[config.mk]
export PLATFORM = sky130hd
export DESIGN_NAME = mic_adapt_sequencer
export DESIGN_NICKNAME = d
export VERILOG_FILES = /design/src/rtl/mic_adapt_sequencer.sv
export SDC_FILE = /design/constraint.sdc
export NUM_CORES = 1
export LEC_CHECK = 0
export ABC_AREA = 0
export BUFFER_PORTS_ARGS = -buffer_cell sky130_fd_sc_hd__buf_2
export CAP_MARGIN = 10
export CORE_MARGIN = 1.5
export CORE_UTILIZATION = 45
export CTS_CLUSTER_DIAMETER = 200
export DETAILED_ROUTE_END_ITERATION = 7
export PLACE_DENSITY_LB_ADDON = 0.3
export SLEW_MARGIN = 0
export SYNTH_ARGS = -nofsm -noshare
export SYNTH_HDL_FRONTEND = slang
export SYNTH_SLANG_ARGS = --single-unit
export TNS_END_PERCENT = 100
[constraint.sdc]
create_clock -name clk -period 2.3 [get_ports clk]
set_input_delay 0.23 -clock clk [delete_from_list [all_inputs] [get_ports clk]]
set_output_delay 0.23 -clock clk [all_outputs]
set_load 0.02 [all_outputs]
[src/rtl/mic_adapt_sequencer.sv]
// mic_adapt_sequencer: run-time controller for the adaptive mic-cancellation filter.
// Sequences IDLE -> FLUSH -> WARMUP -> ADAPT, freezes coefficient updates on sustained
// output saturation, and latches the filter delay only on entry to FLUSH.
// Optional build macro: MIC_ADAPT_AUTO_RETRY_EN (FROZEN retries ADAPT after a hold period).
module mic_adapt_sequencer #(
    parameter int unsigned       FLUSH_CYCLES   = 64,
    parameter int unsigned       WARMUP_SAMPLES = 1024,
    parameter logic signed [15:0] SAT_THRESH    = 16'sd8000,
    parameter int unsigned       SAT_COUNT      = 16
`ifdef MIC_ADAPT_AUTO_RETRY_EN
    ,
    parameter int unsigned       HOLD_SAMPLES   = 4096
`endif
) (
    input  logic               clk,
    input  logic               rst,
    input  logic               start,
    input  logic               stop,
    input  logic               sample_en,
    input  logic signed [15:0] filt_out,
    input  logic [18:0]        delay_req,
    output logic               filt_rst,
    output logic               adj,
    output logic [18:0]        delay_lenght,
    output logic [2:0]         state_o,
    output logic [7:0]         freeze_cnt,
    output logic               busy
);

    localparam int unsigned FLUSH_W = (FLUSH_CYCLES > 1) ? $clog2(FLUSH_CYCLES) : 1;
    localparam int unsigned WARM_W  = (WARMUP_SAMPLES > 1) ? $clog2(WARMUP_SAMPLES) : 1;
    localparam int unsigned SAT_W   = $clog2(SAT_COUNT + 1);
`ifdef MIC_ADAPT_AUTO_RETRY_EN
    localparam int unsigned HOLD_W  = (HOLD_SAMPLES > 1) ? $clog2(HOLD_SAMPLES) : 1;
`endif

    typedef enum logic [2:0] {
        S_IDLE   = 3'd0,
        S_FLUSH  = 3'd1,
        S_WARMUP = 3'd2,
        S_ADAPT  = 3'd3,
        S_FROZEN = 3'd4
    } state_t;

    state_t             state;
    state_t             state_nxt;
    logic               start_q;
    logic [FLUSH_W-1:0] flush_cnt;
    logic [FLUSH_W-1:0] flush_cnt_nxt;
    logic [WARM_W-1:0]  warm_cnt;
    logic [WARM_W-1:0]  warm_cnt_nxt;
    logic [SAT_W-1:0]   sat_run;
    logic [SAT_W-1:0]   sat_run_nxt;
`ifdef MIC_ADAPT_AUTO_RETRY_EN
    logic [HOLD_W-1:0]  hold_cnt;
    logic [HOLD_W-1:0]  hold_cnt_nxt;
`endif
    logic               freeze_pend;
    logic               start_edge_c;
    logic               sat_c;
    logic               freeze_evt_c;

    // Start rising edge and output saturation detect (signed 16-bit compare)
    always_comb begin
        start_edge_c = start & ~start_q;
        sat_c        = (filt_out >= SAT_THRESH) || (filt_out <= -SAT_THRESH);
    end

    // Next-state and counter update; stop beats start, start restarts from any state
    always_comb begin
        state_nxt     = state;
        flush_cnt_nxt = flush_cnt;
        warm_cnt_nxt  = warm_cnt;
        sat_run_nxt   = sat_run;
        freeze_evt_c  = 1'b0;
`ifdef MIC_ADAPT_AUTO_RETRY_EN
        hold_cnt_nxt  = hold_cnt;
`endif
        if (stop) begin
            state_nxt     = S_IDLE;
            flush_cnt_nxt = '0;
            warm_cnt_nxt  = '0;
            sat_run_nxt   = '0;
`ifdef MIC_ADAPT_AUTO_RETRY_EN
            hold_cnt_nxt  = '0;
`endif
        end else if (start_edge_c) begin
            state_nxt     = S_FLUSH;
            flush_cnt_nxt = '0;
            warm_cnt_nxt  = '0;
            sat_run_nxt   = '0;
`ifdef MIC_ADAPT_AUTO_RETRY_EN
            hold_cnt_nxt  = '0;
`endif
        end else begin
            case (state)
                S_IDLE: begin
                    state_nxt = S_IDLE;
                end
                S_FLUSH: begin
                    if (flush_cnt == FLUSH_W'(FLUSH_CYCLES - 1)) begin
                        state_nxt     = S_WARMUP;
                        flush_cnt_nxt = '0;
                        warm_cnt_nxt  = '0;
                    end else begin
                        flush_cnt_nxt = flush_cnt + FLUSH_W'(1);
                    end
                end
                S_WARMUP: begin
                    if (sample_en) begin
                        if (warm_cnt == WARM_W'(WARMUP_SAMPLES - 1)) begin
                            state_nxt    = S_ADAPT;
                            warm_cnt_nxt = '0;
                            sat_run_nxt  = '0;
                        end else begin
                            warm_cnt_nxt = warm_cnt + WARM_W'(1);
                        end
                    end
                end
                S_ADAPT: begin
                    if (sample_en) begin
                        if (!sat_c) begin
                            sat_run_nxt = '0;
                        end else if (sat_run == SAT_W'(SAT_COUNT - 1)) begin
                            state_nxt    = S_FROZEN;
                            sat_run_nxt  = '0;
                            freeze_evt_c = 1'b1;
`ifdef MIC_ADAPT_AUTO_RETRY_EN
                            hold_cnt_nxt = '0;
`endif
                        end else begin
                            sat_run_nxt = sat_run + SAT_W'(1);
                        end
                    end
                end
                S_FROZEN: begin
                    sat_run_nxt = '0;
`ifdef MIC_ADAPT_AUTO_RETRY_EN
                    if (sample_en) begin
                        if (hold_cnt == HOLD_W'(HOLD_SAMPLES - 1)) begin
                            hold_cnt_nxt = '0;
                            if (!sat_c) begin
                                state_nxt = S_ADAPT;
                            end
                        end else begin
                            hold_cnt_nxt = hold_cnt + HOLD_W'(1);
                        end
                    end
`endif
                end
                default: begin
                    state_nxt = S_IDLE;
                end
            endcase
        end
    end

    // State, counters and start edge register
    always_ff @(posedge clk) begin
        if (!rst) begin
            state     <= S_IDLE;
            start_q   <= 1'b0;
            flush_cnt <= '0;
            warm_cnt  <= '0;
            sat_run   <= '0;
`ifdef MIC_ADAPT_AUTO_RETRY_EN
            hold_cnt  <= '0;
`endif
        end else begin
            state     <= state_nxt;
            start_q   <= start;
            flush_cnt <= flush_cnt_nxt;
            warm_cnt  <= warm_cnt_nxt;
            sat_run   <= sat_run_nxt;
`ifdef MIC_ADAPT_AUTO_RETRY_EN
            hold_cnt  <= hold_cnt_nxt;
`endif
        end
    end

    // Registered outputs follow the state one cycle later; delay latched on first FLUSH cycle
    always_ff @(posedge clk) begin
        if (!rst) begin
            filt_rst     <= 1'b1;
            adj          <= 1'b0;
            busy         <= 1'b0;
            state_o      <= 3'd0;
            delay_lenght <= '0;
            freeze_cnt   <= '0;
            freeze_pend  <= 1'b0;
        end else begin
            filt_rst    <= (state == S_IDLE) || (state == S_FLUSH);
            adj         <= (state == S_ADAPT);
            busy        <= (state != S_IDLE);
            state_o     <= 3'(state);
            freeze_pend <= freeze_evt_c;
            if (freeze_pend && (freeze_cnt != 8'hFF)) begin
                freeze_cnt <= freeze_cnt + 8'd1;
            end
            if ((state == S_FLUSH) && (flush_cnt == '0)) begin
                delay_lenght <= delay_req;
            end
        end
    end

endmodule

# Word level (Yosys, flattened, before mapping)
# Cells that the tools add are included.
[totals]
word_cells = 83
memories = 0
out_inout_bits = 33
ram_bits = 0
romBits = 0
in_bits = 40
ff_bits = 59
latchBits = 0
[classes]
shift = 0
bitwise = 7
div_mod_pow = 0
muxes = 20
add_sub_neg = 4
eq_ne = 21
n_mul = 0
reduce_logical = 16
order_cmp = 2
[ops]
columns = ["op", "n"]
rows = [
  ["$mux W10", 3],
  ["$mux W5", 5],
  ["$pmux W10 S2", 1],
  ["$mux W3", 6],
  ["$ne A3 B3 Y1 const B", 6],
  ["$ge A16 B14 Y1 const B", 1],
  ["$le A16 B14 Y1 const B", 1],
  ["$pmux W5 S3", 1],
  ["$ne A2 B2 Y1 const B", 7],
  ["$reduce_and A7 Y1", 2],
  ["$pmux W3 S4", 1],
  ["$add A10 B1 Y10 const B", 1],
  ["$eq A10 B10 Y1 const B", 1],
  ["$add A8 B1 Y8 const B", 1],
  ["$ne A8 B8 Y1 const B", 1],
  ["$add A6 B1 Y6 const B", 1],
  ["$eq A3 B2 Y1 const B", 2],
  ["$eq A6 B6 Y1 const B", 1],
  ["$logic_not A6 Y1", 1],
  ["$mux W6", 1],
  ["$not A1 Y1", 6],
  ["$reduce_bool A3 Y1", 2],
  ["$reduce_or A6 Y1", 1],
  ["$add A5 B1 Y5 const B", 1],
  ["13 further kinds", 16],
]

# Longest topological paths before layout
# Gate-level depths: netlist of the first run.
[depth]
depth_word = 6
ltp_mapped = 8
depth_no_buf = 6

# Worst setup path before layout of the first run
# Ideal clock, no wire load.
[synth_timing]
kind = "reg-to-reg"
start = "register warm_cnt[0]"
end = "register sat_run[1]"
required_time_ns = 2.229
synth_period_minus_slack_ns = 1.773
path_stages_with_launch = 7
path_slack_ns = 0.527
n_path_buf = 0
setup_time_ns = 0.071
arrival_ns = 1.702
cell_sequence = "dfxtp_1 ha_1 nand3_1 nor3_4 a21boi_4 or4_1 a21oi_1"
[synth_via]
elab_chain_cells = 3
[synth_lines]
columns = ["element", "line_no", "text"]
rows = [
  ["start: declaration", "50", "logic [WARM_W-1:0] warm_cnt;"],
  ["start signal: assignment", "173", "warm_cnt <= warm_cnt_nxt;"],
  ["$eq A10 B10 Y1", "111", "if (warm_cnt == WARM_W'(WARMUP_SAMPLES - 1)) begin"],
  ["$ne A2 B2 Y1 (no source line)", "n/a", ""],
  ["$reduce_and A4 Y1 (no source line)", "n/a", ""],
  ["end signal: assignment", "174", "sat_run <= sat_run_nxt;"],
  ["end: declaration", "52", "logic [SAT_W-1:0] sat_run;"],
]
# Every way passes these cells.
# A chain may end at the register's enable or synchronous reset.

# Worst setup path in the final report of the first run
[layout_timing]
start = "register state[0]"
end = "register warm_cnt[9]"
[layout_via]
elab_chain_cells = 3
elab_cells_between_ends = 7
cone_classes = "eq/ne (4); mux (1); reduce/logical (2)"
[layout_lines]
columns = ["element", "line_no", "text"]
rows = [
  ["start: declaration", "45", "state_t state;"],
  ["start signal: assignment", "170", "state <= state_nxt;"],
  ["$eq A3 B1 Y1 / $eq A3 B2 Y1 (equally long branches)", "96", "case (state)"],
  ["$ne A2 B2 Y1 (no source line) / $reduce_bool A2 Y1 (equally long branches)", "n/a", ""],
  ["$reduce_and A3 Y1 (no source line)", "n/a", ""],
]
# Several ways; a longest one is shown, not always the timed one.

==> results of run 1 <==
==> logic make-up (layout without fill, tap and decap cells) <==
group | after synthesis | count (layout) | share of synthesized area (%)
buffers and inverters | 16 | 99 | 2.69
flip-flops | 59 | 59 | 43.0
AND/OR/NAND/NOR | 168 | 168 | 31.3
multiplexers | 1 | 1 | 0.364
AO/OA/AOI/OAI | 59 | 59 | 15.9
XOR/XNOR | 14 | 14 | 4.46
adder cells (fa/ha/maj) | 5 | 5 | 2.28
==> worst max-delay path, delay by kind of cell (launching register included) <==
| family | cells | cell delay (ns) |
|---|---|---|
| simple gates | 3 | 1.13 |
| compound gates | 2 | 0.35 |
| flops | 1 | 0.49 |
==> sequential cells by signal (all words and copies together), names as in the netlist <==
register / cells
state: 3
freeze_cnt: 8
warm_cnt: 10
freeze_pend: 1
start_q: 1
state_o: 3
sat_run: 5
delay_lenght: 19
busy: 1
adj: 1
flush_cnt: 6
filt_rst: 1
==> layout by cell type, fill, tap and decap left out, drive strengths merged, types with 3 or more instances in the layout <==
cell type / instances
nor2: 26
buf: 79
nand2b: 3
o21ai: 9
nand4: 10
clkbuf: 11
a21oi: 10
nor2b: 5
ha: 5
inv: 4
or3: 3
nor4: 6
xnor2: 10
and2: 10
a31oi: 3
xor2: 4
dfxtp: 59
or2: 3
nand3: 14
a21boi: 23
nand2: 63
nor3: 7
==> report_power, final <==
part / internal (W) / total [W] / switching (W)
combinational: 0.0000609 / 0.000137 / 0.0000763
clock: 0.000607 / 0.00101 / 0.000400
sequential: 0.00104 / 0.00104 / 0.00000782
==> worst paths after layout <==
check	slack [ns]	startpoint	cells past startpoint	end
worst max-delay path	0.27	state[0]	5	warm_cnt[9]
worst min-delay path	0.13	start	2	start_q
worst max register to register	0.27	state[0]	5	warm_cnt[9]
worst min register to register	0.46	delay_lenght[7]	2	delay_lenght[7]
==> routing by layer <==
layer,up-vias,share of wire [%]
met5,-,0
met4,0,1.1
met3,7,7.2
met2,76,45
met1,1106,47
li1,1290,-
==> area by class of cell <==
type	count	area share [%]
multi-input combinational	247	43.8
sequential	59	34.7
timing repair buffer	79	12.1
clock buffer	11	3.86
tap	75	2.76
clock inverter	5	2.28
inverter	4	0.441
==> stage by stage <==
step | total power (W) | cells | setup slack [ns]
2_1_floorplan | 0.00114 | 322 | 0.527
5_1_grt | 0.00228 | 480 | 0.177
3_5_place_dp | 0.00121 | 464 | 0.287
3_3_place_gp | 0.00120 | 464 | 0.355
6_report | 0.00219 | 480 | 0.274
4_1_cts | 0.00221 | 480 | 0.275
==> flow_metrics.py, run 1 <==
metrics = {
    "run_status": {
        "run_status": "finished clean",
    },
    "grt": {
        "global_route.usage.met2_pct": 31.1,
        "gr-usage-all-layers_pct": 18.9,
        "globalRoute.busiestLayer": "met2",
        "globalRouteMet1Util_pct": 23.3,
        "first_global_vias": 2203,
        "overflow": 0,
        "grt_max_degree": 33,
        "grt_antenna_before_repair": 0,
        "globalRouteMet3Util_pct": 4.16,
        "grt_first_pass_wirelength_mm": 9.60,
    },
    "final_layout": {
        "post-route-cell-area_um2": 3400,
        "drive_gt1_share_pct": 26.2,
        "antenna_cells_inserted": 0,
        "areaGrowthSynthToFinish_pct": 23.9,
        "multiInputGateArea_um2": 1490,
        "register_area_um2": 1180,
        "finish.net_count": 445,
        "num-fill-cells": 567,
        "final_core_util_pct": 57.5,
    },
    "timing": {
        "min_period_ns": 2.03,
        "unrepaired_setup_endpoints_after_global_routing": "false",
        "highest_clock_frequency_the_design_can_meet_mhz": 494,
        "slew_headroom_pct": 69.7,
        "clock_skew_ns": 0.0115,
        "hold_viol": 0,
        "setup-violations-final": 0,
        "worst_tran_pin_value_ns": 0.450,
        "timing_max_transition_violations_final": 0,
        "timing.final.crit_share_pct": 88.1,
        "worst_hold_slack_ns": 0.132,
        "fin_tns_setup_ns": 0,
    },
    "worst_setup_path": {
        "cp_slowest_stage_delay_ns": 0.52,
        "cp_arrival_ns": 2.30,
        "endpoint_kind": "register",
        "timing.critical_path.from_type": "register",
        "path_class": "reg2reg",
        "worstPathCellList": "nor2b_1 -> a32oi_4 -> or2_4 -> or4_4 -> a21oi_2",
        "worst_ep_required_time_ns": 2.57,
        "cp_max_stage_cell": "sky130_fd_sc_hd__or4_4",
        "path_max_fanout": 11,
    },
    "logic_synthesis": {
        "post_synthesis_net_count": 367,
        "synth.avg_cell_area_um2": 8.53,
        "yosysTopAreaCell": "sky130_fd_sc_hd__dfxtp_1",
        "netlist-cell-type-count": 57,
        "yosysSeqAreaShare_pct": 43.0,
        "number_of_warning_messages_in_the_yosys_log": 0,
        "post_synth_instance_area_um2": 2750,
        "synthMostInstantiatedCell": "sky130_fd_sc_hd__nand2_1",
        "ys_top_cells_by_count": "sky130_fd_sc_hd__nand2_1 (63), sky130_fd_sc_hd__dfxtp_1 (59), sky130_fd_sc_hd__nor2_1 (26), sky130_fd_sc_hd__a21boi_0 (21), sky130_fd_sc_hd__nand3_1 (14)",
        "yosys_most_used_dff": "sky130_fd_sc_hd__dfxtp_1",
        "syn-instance-count": 322,
        "synth_enable_flop_cells": 0,
        "synth.top_cells.by_area": "sky130_fd_sc_hd__dfxtp_1 (43%), sky130_fd_sc_hd__nand2_1 (8.6%), sky130_fd_sc_hd__a21boi_0 (5.7%)",
        "postSynth.asyncResetShare_pct": 0,
        "synth_top_area_share_pct": 43.0,
        "postSynthRegisterBits": 59,
    },
    "die": {
        "start_util_pct": 46.4,
        "die_x_um": 81.1,
        "die_y_um": 81.1,
        "fp.dieArea_um2": 6580,
        "core_um2": 5920,
        "ports_placed_on_the_boundary": 73,
        "fp-row-count": 28,
    },
    "detailed_routing": {
        "drt_wl_total_mm": 5.79,
        "average_routed_wire_per_standard_cell_um": 12.1,
        "drt_pass1_iterations": 4,
        "first_iter_violations": 105,
        "num_vias": 2479,
        "drc": 0,
        "final_antenna_net_count": 0,
        "avgViaCountPerCell": 5.16,
    },
    "clock_network": {
        "cts_inserted_buffers": 9,
        "cts_tree": "done",
        "ctsHoldBuffers": 0,
        "tritoncts_num_sinks": 59,
        "post-cts-setup-buffer-count": 0,
        "h_tree_depth": 3,
        "worst_skew_pair_latency_ns": 0.34,
        "postCtsResizedCells": 0,
        "worst_setup_hold_path_clk_slew_ns": 0.07,
        "cts-root-buf": "sky130_fd_sc_hd__clkbuf_8",
        "clk_path_buf_depth": 2,
    },
    "placed_design": {
        "place.detailed.hpwl_mm": 4.23,
        "placedInstanceArea_um2": 3190,
        "routability_driven_placement_congestion_ratio": 0.876,
        "numPortBuffers": 72,
    },
    "power": {
        "cellPowerDensity_nw_per_um2": 643,
        "vdd_ir_drop_max_v": 0.000322,
        "total_leakage_power_nw": 1.39,
    },
    "job": {
        "cap_viol_max_count": 0,
    },
    "min_path": {
        "hold_class": "in2reg",
    },
}
Note: power is estimated with default switching activity, not from simulation.
==> inputs of run 2 (changes only) <==
--- a/config.mk
+++ b/config.mk
@@ -13,6 +13,7 @@
 export CTS_CLUSTER_DIAMETER = 200
 export DETAILED_ROUTE_END_ITERATION = 7
 export PLACE_DENSITY_LB_ADDON = 0.3
+export RECOVER_POWER = 25
 export SLEW_MARGIN = 0
 export SYNTH_ARGS = -nofsm -noshare
 export SYNTH_HDL_FRONTEND = slang
==> flow_metrics.py, run 2 (synthesized netlist as in run 1, its figures left out) <==
metrics = {
    "grt": {
        "gr-usage-all-layers_pct": 18.9,
        "first_global_vias": 2203,
        "overflow": 0,
        "grt_antenna_before_repair": 0,
        "grt_max_degree": 33,
        "grt_first_pass_wirelength_mm": 9.60,
    },
    "die": {
        "fp.dieArea_um2": 6580,
        "die_y_um": 81.1,
        "ports_placed_on_the_boundary": 73,
        "core_um2": 5920,
        "die_x_um": 81.1,
        "start_util_pct": 46.4,
        "fp-row-count": 28,
    },
    "timing": {
        "min_period_ns": 2.03,
        "timing.final.crit_share_pct": 88.3,
        "fin_tns_setup_ns": 0,
        "setup-violations-final": 0,
        "slew_headroom_pct": 29.6,
        "highest_clock_frequency_the_design_can_meet_mhz": 492,
        "worst_hold_slack_ns": 0.133,
        "hold_viol": 0,
        "clock_skew_ns": 0.0121,
        "timing_max_transition_violations_final": 0,
        "unrepaired_setup_endpoints_after_global_routing": "false",
        "worst_tran_pin_value_ns": 1.06,
    },
    "clock_network": {
        "post-cts-setup-buffer-count": 0,
        "h_tree_depth": 3,
        "worst_setup_hold_path_clk_slew_ns": 0.07,
        "tritoncts_num_sinks": 59,
        "postCtsResizedCells": 0,
        "cts-root-buf": "sky130_fd_sc_hd__clkbuf_8",
        "clk_path_buf_depth": 2,
        "worst_skew_pair_latency_ns": 0.34,
        "cts_tree": "done",
        "ctsHoldBuffers": 0,
        "cts_inserted_buffers": 9,
    },
    "worst_setup_path": {
        "timing.critical_path.from_type": "register",
        "path_max_fanout": 11,
        "worstPathCellList": "nor2b_1 -> a32oi_4 -> or2_4 -> or4_4 -> a21oi_2",
        "cp_max_stage_cell": "sky130_fd_sc_hd__or4_4",
        "endpoint_kind": "register",
        "cp_arrival_ns": 2.30,
        "worst_ep_required_time_ns": 2.57,
        "path_class": "reg2reg",
        "cp_slowest_stage_delay_ns": 0.52,
        "critical_path_buf_inv_count": 0,
        "critical_path.top_delay_family": "simple AND/OR/NAND/NOR gates",
    },
    "placed_design": {
        "routability_driven_placement_congestion_ratio": 0.876,
        "place.detailed.hpwl_mm": 4.23,
        "placedInstanceArea_um2": 3190,
        "numPortBuffers": 72,
    },
    "power": {
        "cellPowerDensity_nw_per_um2": 647,
        "total_power_w": 0.00219,
        "total_leakage_power_nw": 1.32,
        "vdd_ir_drop_max_v": 0.000322,
    },
    "final_layout": {
        "antenna_cells_inserted": 0,
        "layout.cells.most_common_list": "sky130_fd_sc_hd__nand2_1 (63), sky130_fd_sc_hd__dfxtp_1 (59), sky130_fd_sc_hd__buf_2 (54)",
        "mostFrequentLayoutCell": "sky130_fd_sc_hd__nand2_1",
        "post-route-cell-area_um2": 3380,
        "largest_register_ff_count": 19,
        "multiInputGateArea_um2": 1490,
        "registers_with_the_highest_flip_flop_counts": "delay_lenght (19), warm_cnt (10), freeze_cnt (8)",
        "drive_gt1_share_pct": 21.7,
        "finish.net_count": 445,
        "areaGrowthSynthToFinish_pct": 23.1,
        "num-fill-cells": 578,
        "register_area_um2": 1180,
        "largest-register": "delay_lenght",
    },
    "detailed_routing": {
        "num_vias": 2489,
        "drt_wl_total_mm": 5.81,
        "final_antenna_net_count": 0,
        "drc": 0,
        "avgViaCountPerCell": 5.19,
        "drt_pass1_iterations": 4,
        "average_routed_wire_per_standard_cell_um": 12.1,
        "first_iter_violations": 96,
    },
    "min_path": {
        "hold_class": "in2reg",
    },
    "run_status": {
        "run_status": "finished clean",
    },
    "job": {
        "cap_viol_max_count": 0,
    },
}
-- run 2: cell types whose count changed in the layout (fill, tap and decap cells not counted), sizes merged --
cell / delta
buf: -18
clkbuf: +18
-- run 2: final cells by class --
type                            instances  share of cell area, %
Timing Repair Buffer                   79                   11.5
Multi-Input combinational cell        247                   44.1
Clock inverter                          5                   2.29
Clock buffer                           11                   3.89
Inverter                                4                  0.444
Sequential cell                        59                   34.9
Tap cell                               75                   2.78
-- run 2: report_power, final --
group          total [W]  internal (W)  switching [W]
Clock            0.00101      0.000607       0.000400
Combinational   0.000136     0.0000589      0.0000768
Sequential       0.00104       0.00104     0.00000816
Total            0.00219       0.00170       0.000485
-- run 2: per-layer routing --
| metal | wire length, µm | vias up | GRT usage [%] |
|---|---|---|---|
| met4 | 63 | 0 | 8.97 |
| met2 | 2600 | 70 | 31.1 |
| met5 | 0 | - | 0 |
| met1 | 2770 | 1121 | 23.3 |
| met3 | 366 | 7 | 4.16 |
| li1 | - | 1291 | - |
-- run 2: final timing paths --
kind | from | to | slack (ns) | cells after the start
max | state[0] | warm_cnt[9] | 0.27 | 5
min | start | start_q | 0.13 | 2
max reg2reg | state[0] | warm_cnt[9] | 0.27 | 5
min reg2reg | delay_lenght[7] | delay_lenght[7] | 0.46 | 2
-- run 2: per-stage QoR --
stage               setup slack (ns)  cells  util (%)
global route                   0.165    480      57.1
detailed placement             0.287    464      54.0
floorplan                      0.527    322         -
CTS                            0.275    480      57.5
finish                         0.269    480      57.1
global placement               0.355    464      54.0
==> inputs of run 3 (changes only) <==
--- a/config.mk
+++ b/config.mk
@@ -5,7 +5,7 @@
 export SDC_FILE = /design/constraint.sdc
 export NUM_CORES = 1
 export LEC_CHECK = 0
-export ABC_AREA = 0
+export ABC_AREA = 1
 export BUFFER_PORTS_ARGS = -buffer_cell sky130_fd_sc_hd__buf_2
 export CAP_MARGIN = 10
 export CORE_MARGIN = 1.5
==> flow_metrics.py, run 3 <==
metrics = {
    "run_status": {
        "run_status": "finished clean",
    },
    "worst_setup_path": {
        "path_max_fanout": 38,
        "timing.critical_path.from_type": "register",
        "endpoint_kind": "register",
        "worstPathCellList": "nand2_2 -> nor2_4 -> inv_2 -> nor4_4 -> buf_4 -> o21ai_0 -> a21oi_1",
        "worst_ep_required_time_ns": 2.55,
        "critical_path.top_delay_family": "buffers and inverters",
        "cp_max_stage_cell": "sky130_fd_sc_hd__dfxtp_1",
        "cp_slowest_stage_delay_ns": 0.41,
        "path_class": "reg2reg",
        "cp_arrival_ns": 1.99,
        "critical_path_buf_inv_count": 2,
    },
    "grt": {
        "grt_max_degree": 39,
        "grt_antenna_before_repair": 0,
        "gr-usage-all-layers_pct": 18.7,
        "overflow": 0,
        "grt_first_pass_wirelength_mm": 9.71,
        "first_global_vias": 2307,
    },
    "detailed_routing": {
        "drt_wl_total_mm": 5.77,
        "average_routed_wire_per_standard_cell_um": 10.8,
        "num_vias": 2520,
        "final_antenna_net_count": 0,
        "drt_pass1_iterations": 4,
        "drc": 0,
        "first_iter_violations": 88,
        "avgViaCountPerCell": 4.71,
    },
    "timing": {
        "setup-violations-final": 0,
        "worst_tran_pin_value_ns": 1.09,
        "clock_skew_ns": 0.0117,
        "fin_tns_setup_ns": 0,
        "slew_headroom_pct": 27.0,
        "min_period_ns": 1.75,
        "timing_max_transition_violations_final": 0,
        "highest_clock_frequency_the_design_can_meet_mhz": 573,
        "timing.final.crit_share_pct": 75.9,
        "hold_viol": 0,
        "unrepaired_setup_endpoints_after_global_routing": "false",
    },
    "die": {
        "die_x_um": 81.9,
        "start_util_pct": 47.1,
        "core_um2": 5960,
        "fp.dieArea_um2": 6710,
        "die_y_um": 81.9,
        "fp-row-count": 28,
        "ports_placed_on_the_boundary": 73,
    },
    "min_path": {
        "hold_class": "in2reg",
    },
    "logic_synthesis": {
        "postSynth.asyncResetShare_pct": 0,
        "ys_top_cells_by_count": "sky130_fd_sc_hd__nand2_1 (66), sky130_fd_sc_hd__inv_1 (64), sky130_fd_sc_hd__dfxtp_1 (59), sky130_fd_sc_hd__a21oi_1 (38), sky130_fd_sc_hd__nor2_1 (36)",
        "post_synth_xor_area_fraction_pct": 2.19,
        "synth.avg_cell_area_um2": 7.38,
        "synthMostInstantiatedCell": "sky130_fd_sc_hd__nand2_1",
        "synth_top_area_share_pct": 42.1,
        "post_synth_instance_area_um2": 2800,
        "yosys-mux-area-fraction_pct": 0,
        "synth.top_cells.by_area": "sky130_fd_sc_hd__dfxtp_1 (42%), sky130_fd_sc_hd__nand2_1 (8.8%), sky130_fd_sc_hd__inv_1 (8.6%)",
        "synth_top_family_by_area": "simple AND/OR/NAND/NOR gates",
        "synth_enable_flop_cells": 0,
        "yosysSeqAreaShare_pct": 42.1,
        "fraction_of_the_mapped_netlist_area_in_compound_gates_pct": 15.9,
        "yosys_most_used_dff": "sky130_fd_sc_hd__dfxtp_1",
        "yosysTopAreaCell": "sky130_fd_sc_hd__dfxtp_1",
        "post_synthesis_net_count": 425,
        "netlist-cell-type-count": 38,
        "synthAdderAreaFrac_pct": 2.23,
        "synthSimpleGateAreaFrac_pct": 25.9,
        "number_of_warning_messages_in_the_yosys_log": 0,
        "syn-instance-count": 380,
        "postSynthRegisterBits": 59,
    },
    "clock_network": {
        "post-cts-setup-buffer-count": 0,
        "clk_path_buf_depth": 2,
        "tritoncts_num_sinks": 59,
        "cts_inserted_buffers": 9,
        "h_tree_depth": 3,
        "cts-root-buf": "sky130_fd_sc_hd__clkbuf_8",
        "cts_tree": "done",
        "worst_setup_hold_path_clk_slew_ns": 0.06,
        "postCtsResizedCells": 0,
        "ctsHoldBuffers": 0,
        "worst_skew_pair_latency_ns": 0.33,
    },
    "final_layout": {
        "antenna_cells_inserted": 0,
        "finish.net_count": 500,
        "areaGrowthSynthToFinish_pct": 21.4,
        "mostFrequentLayoutCell": "sky130_fd_sc_hd__nand2_1",
        "largest-register": "delay_lenght",
        "drive_gt1_share_pct": 20.7,
        "layoutNonFillerInstCount": 535,
        "layout.cells.most_common_list": "sky130_fd_sc_hd__nand2_1 (66), sky130_fd_sc_hd__inv_1 (64), sky130_fd_sc_hd__dfxtp_1 (59)",
        "registers_with_the_highest_flip_flop_counts": "delay_lenght (19), warm_cnt (10), freeze_cnt (8)",
        "largest_register_ff_count": 19,
    },
    "placed_design": {
        "routability_driven_placement_congestion_ratio": 0.764,
        "placed_cells_incl_taps": 519,
        "numPortBuffers": 72,
        "place.detailed.hpwl_mm": 4.27,
    },
    "power": {
        "total_leakage_power_nw": 1.58,
        "cellPowerDensity_nw_per_um2": 689,
        "vdd_ir_drop_max_v": 0.000346,
    },
    "job": {
        "cap_viol_max_count": 0,
    },
}
## run 3: cell types whose count changed after synthesis, moves of 10 or more
cell,delta
sky130_fd_sc_hd__a21boi_0,-21
sky130_fd_sc_hd__a21oi_1,+29
sky130_fd_sc_hd__inv_1,+60
sky130_fd_sc_hd__nor2_1,+10
sky130_fd_sc_hd__o21ai_0,+23
## run 3: per-layer routing
layer | wire (µm) | vias to the layer above | GRT usage (%) | part of all wire, %
li1 | - | 1363 | - | -
met1 | 2730 | 1095 | 21.8 | 47
met2 | 2710 | 53 | 32.5 | 47
met3 | 261 | 9 | 4.22 | 4.5
met4 | 70 | 0 | 8.14 | 1.2
met5 | 0 | - | 0 | 0
## run 3: worst paths after layout
path | from | to | slack [ns] | cells past startpoint
min | start | start_q | 0.12 | 3
max reg2reg | state[0] | delay_lenght[7] | 0.55 | 7
max | state[0] | delay_lenght[7] | 0.55 | 7
min reg2reg | sat_run[4] | sat_run[4] | 0.44 | 2
## run 3: where the power goes
group | total (W) | internal [W] | leakage (nW) | switching (W)
Clock | 0.00106 | 0.000668 | 0.113 | 0.000394
Sequential | 0.00107 | 0.00105 | 0.478 | 0.0000148
Combinational | 0.000214 | 0.0000746 | 0.993 | 0.000139
Total | 0.00234 | 0.00180 | 1.58 | 0.000548
## run 3: kinds of logic (layout without fill, tap and decap cells)
group | after synthesis | count (layout)
buffers and inverters | 77 | 157
XOR/XNOR | 7 | 7
AO/OA/AOI/OAI | 81 | 81
flip-flops | 59 | 59
AND/OR/NAND/NOR | 151 | 151
adder cells (fa/ha/maj) | 5 | 5
## run 3: worst register-to-register path: stages (launching register included)
cell	delay, ns
sky130_fd_sc_hd__dfxtp_1	0.41
sky130_fd_sc_hd__nand2_2	0.11
sky130_fd_sc_hd__nor2_4	0.16
sky130_fd_sc_hd__inv_2	0.11
sky130_fd_sc_hd__nor4_4	0.13
sky130_fd_sc_hd__buf_4	0.35
sky130_fd_sc_hd__o21ai_0	0.17
sky130_fd_sc_hd__a21oi_1	0.23
## run 3: area by class of cell
cell class / instances / area (µm²)
fillers: 571 / 2550
multi-input cells: 244 / 1300
clock buffers: 12 / 155
clock inverters: 4 / 72.6
well taps: 75 / 93.8
flip-flops and latches: 59 / 1180
repair buffers: 74 / 352
inverters: 67 / 251
## run 3: stage by stage
step / total power, W / hold slack, ns / util (%) / setup WS (ns) / area [µm²]
floorplan: 0.00123 / 0.328 / - / 0.639 / 2800
global placement: 0.00130 / 0.412 / 53.7 / 0.647 / 3200
detailed placement: 0.00131 / 0.420 / 53.7 / 0.632 / 3200
CTS: 0.00237 / 0.104 / 57.5 / 0.600 / 3430
global route: 0.00244 / 0.118 / 57.1 / 0.438 / 3400
finish: 0.00234 / 0.120 / 57.1 / 0.555 / 3400
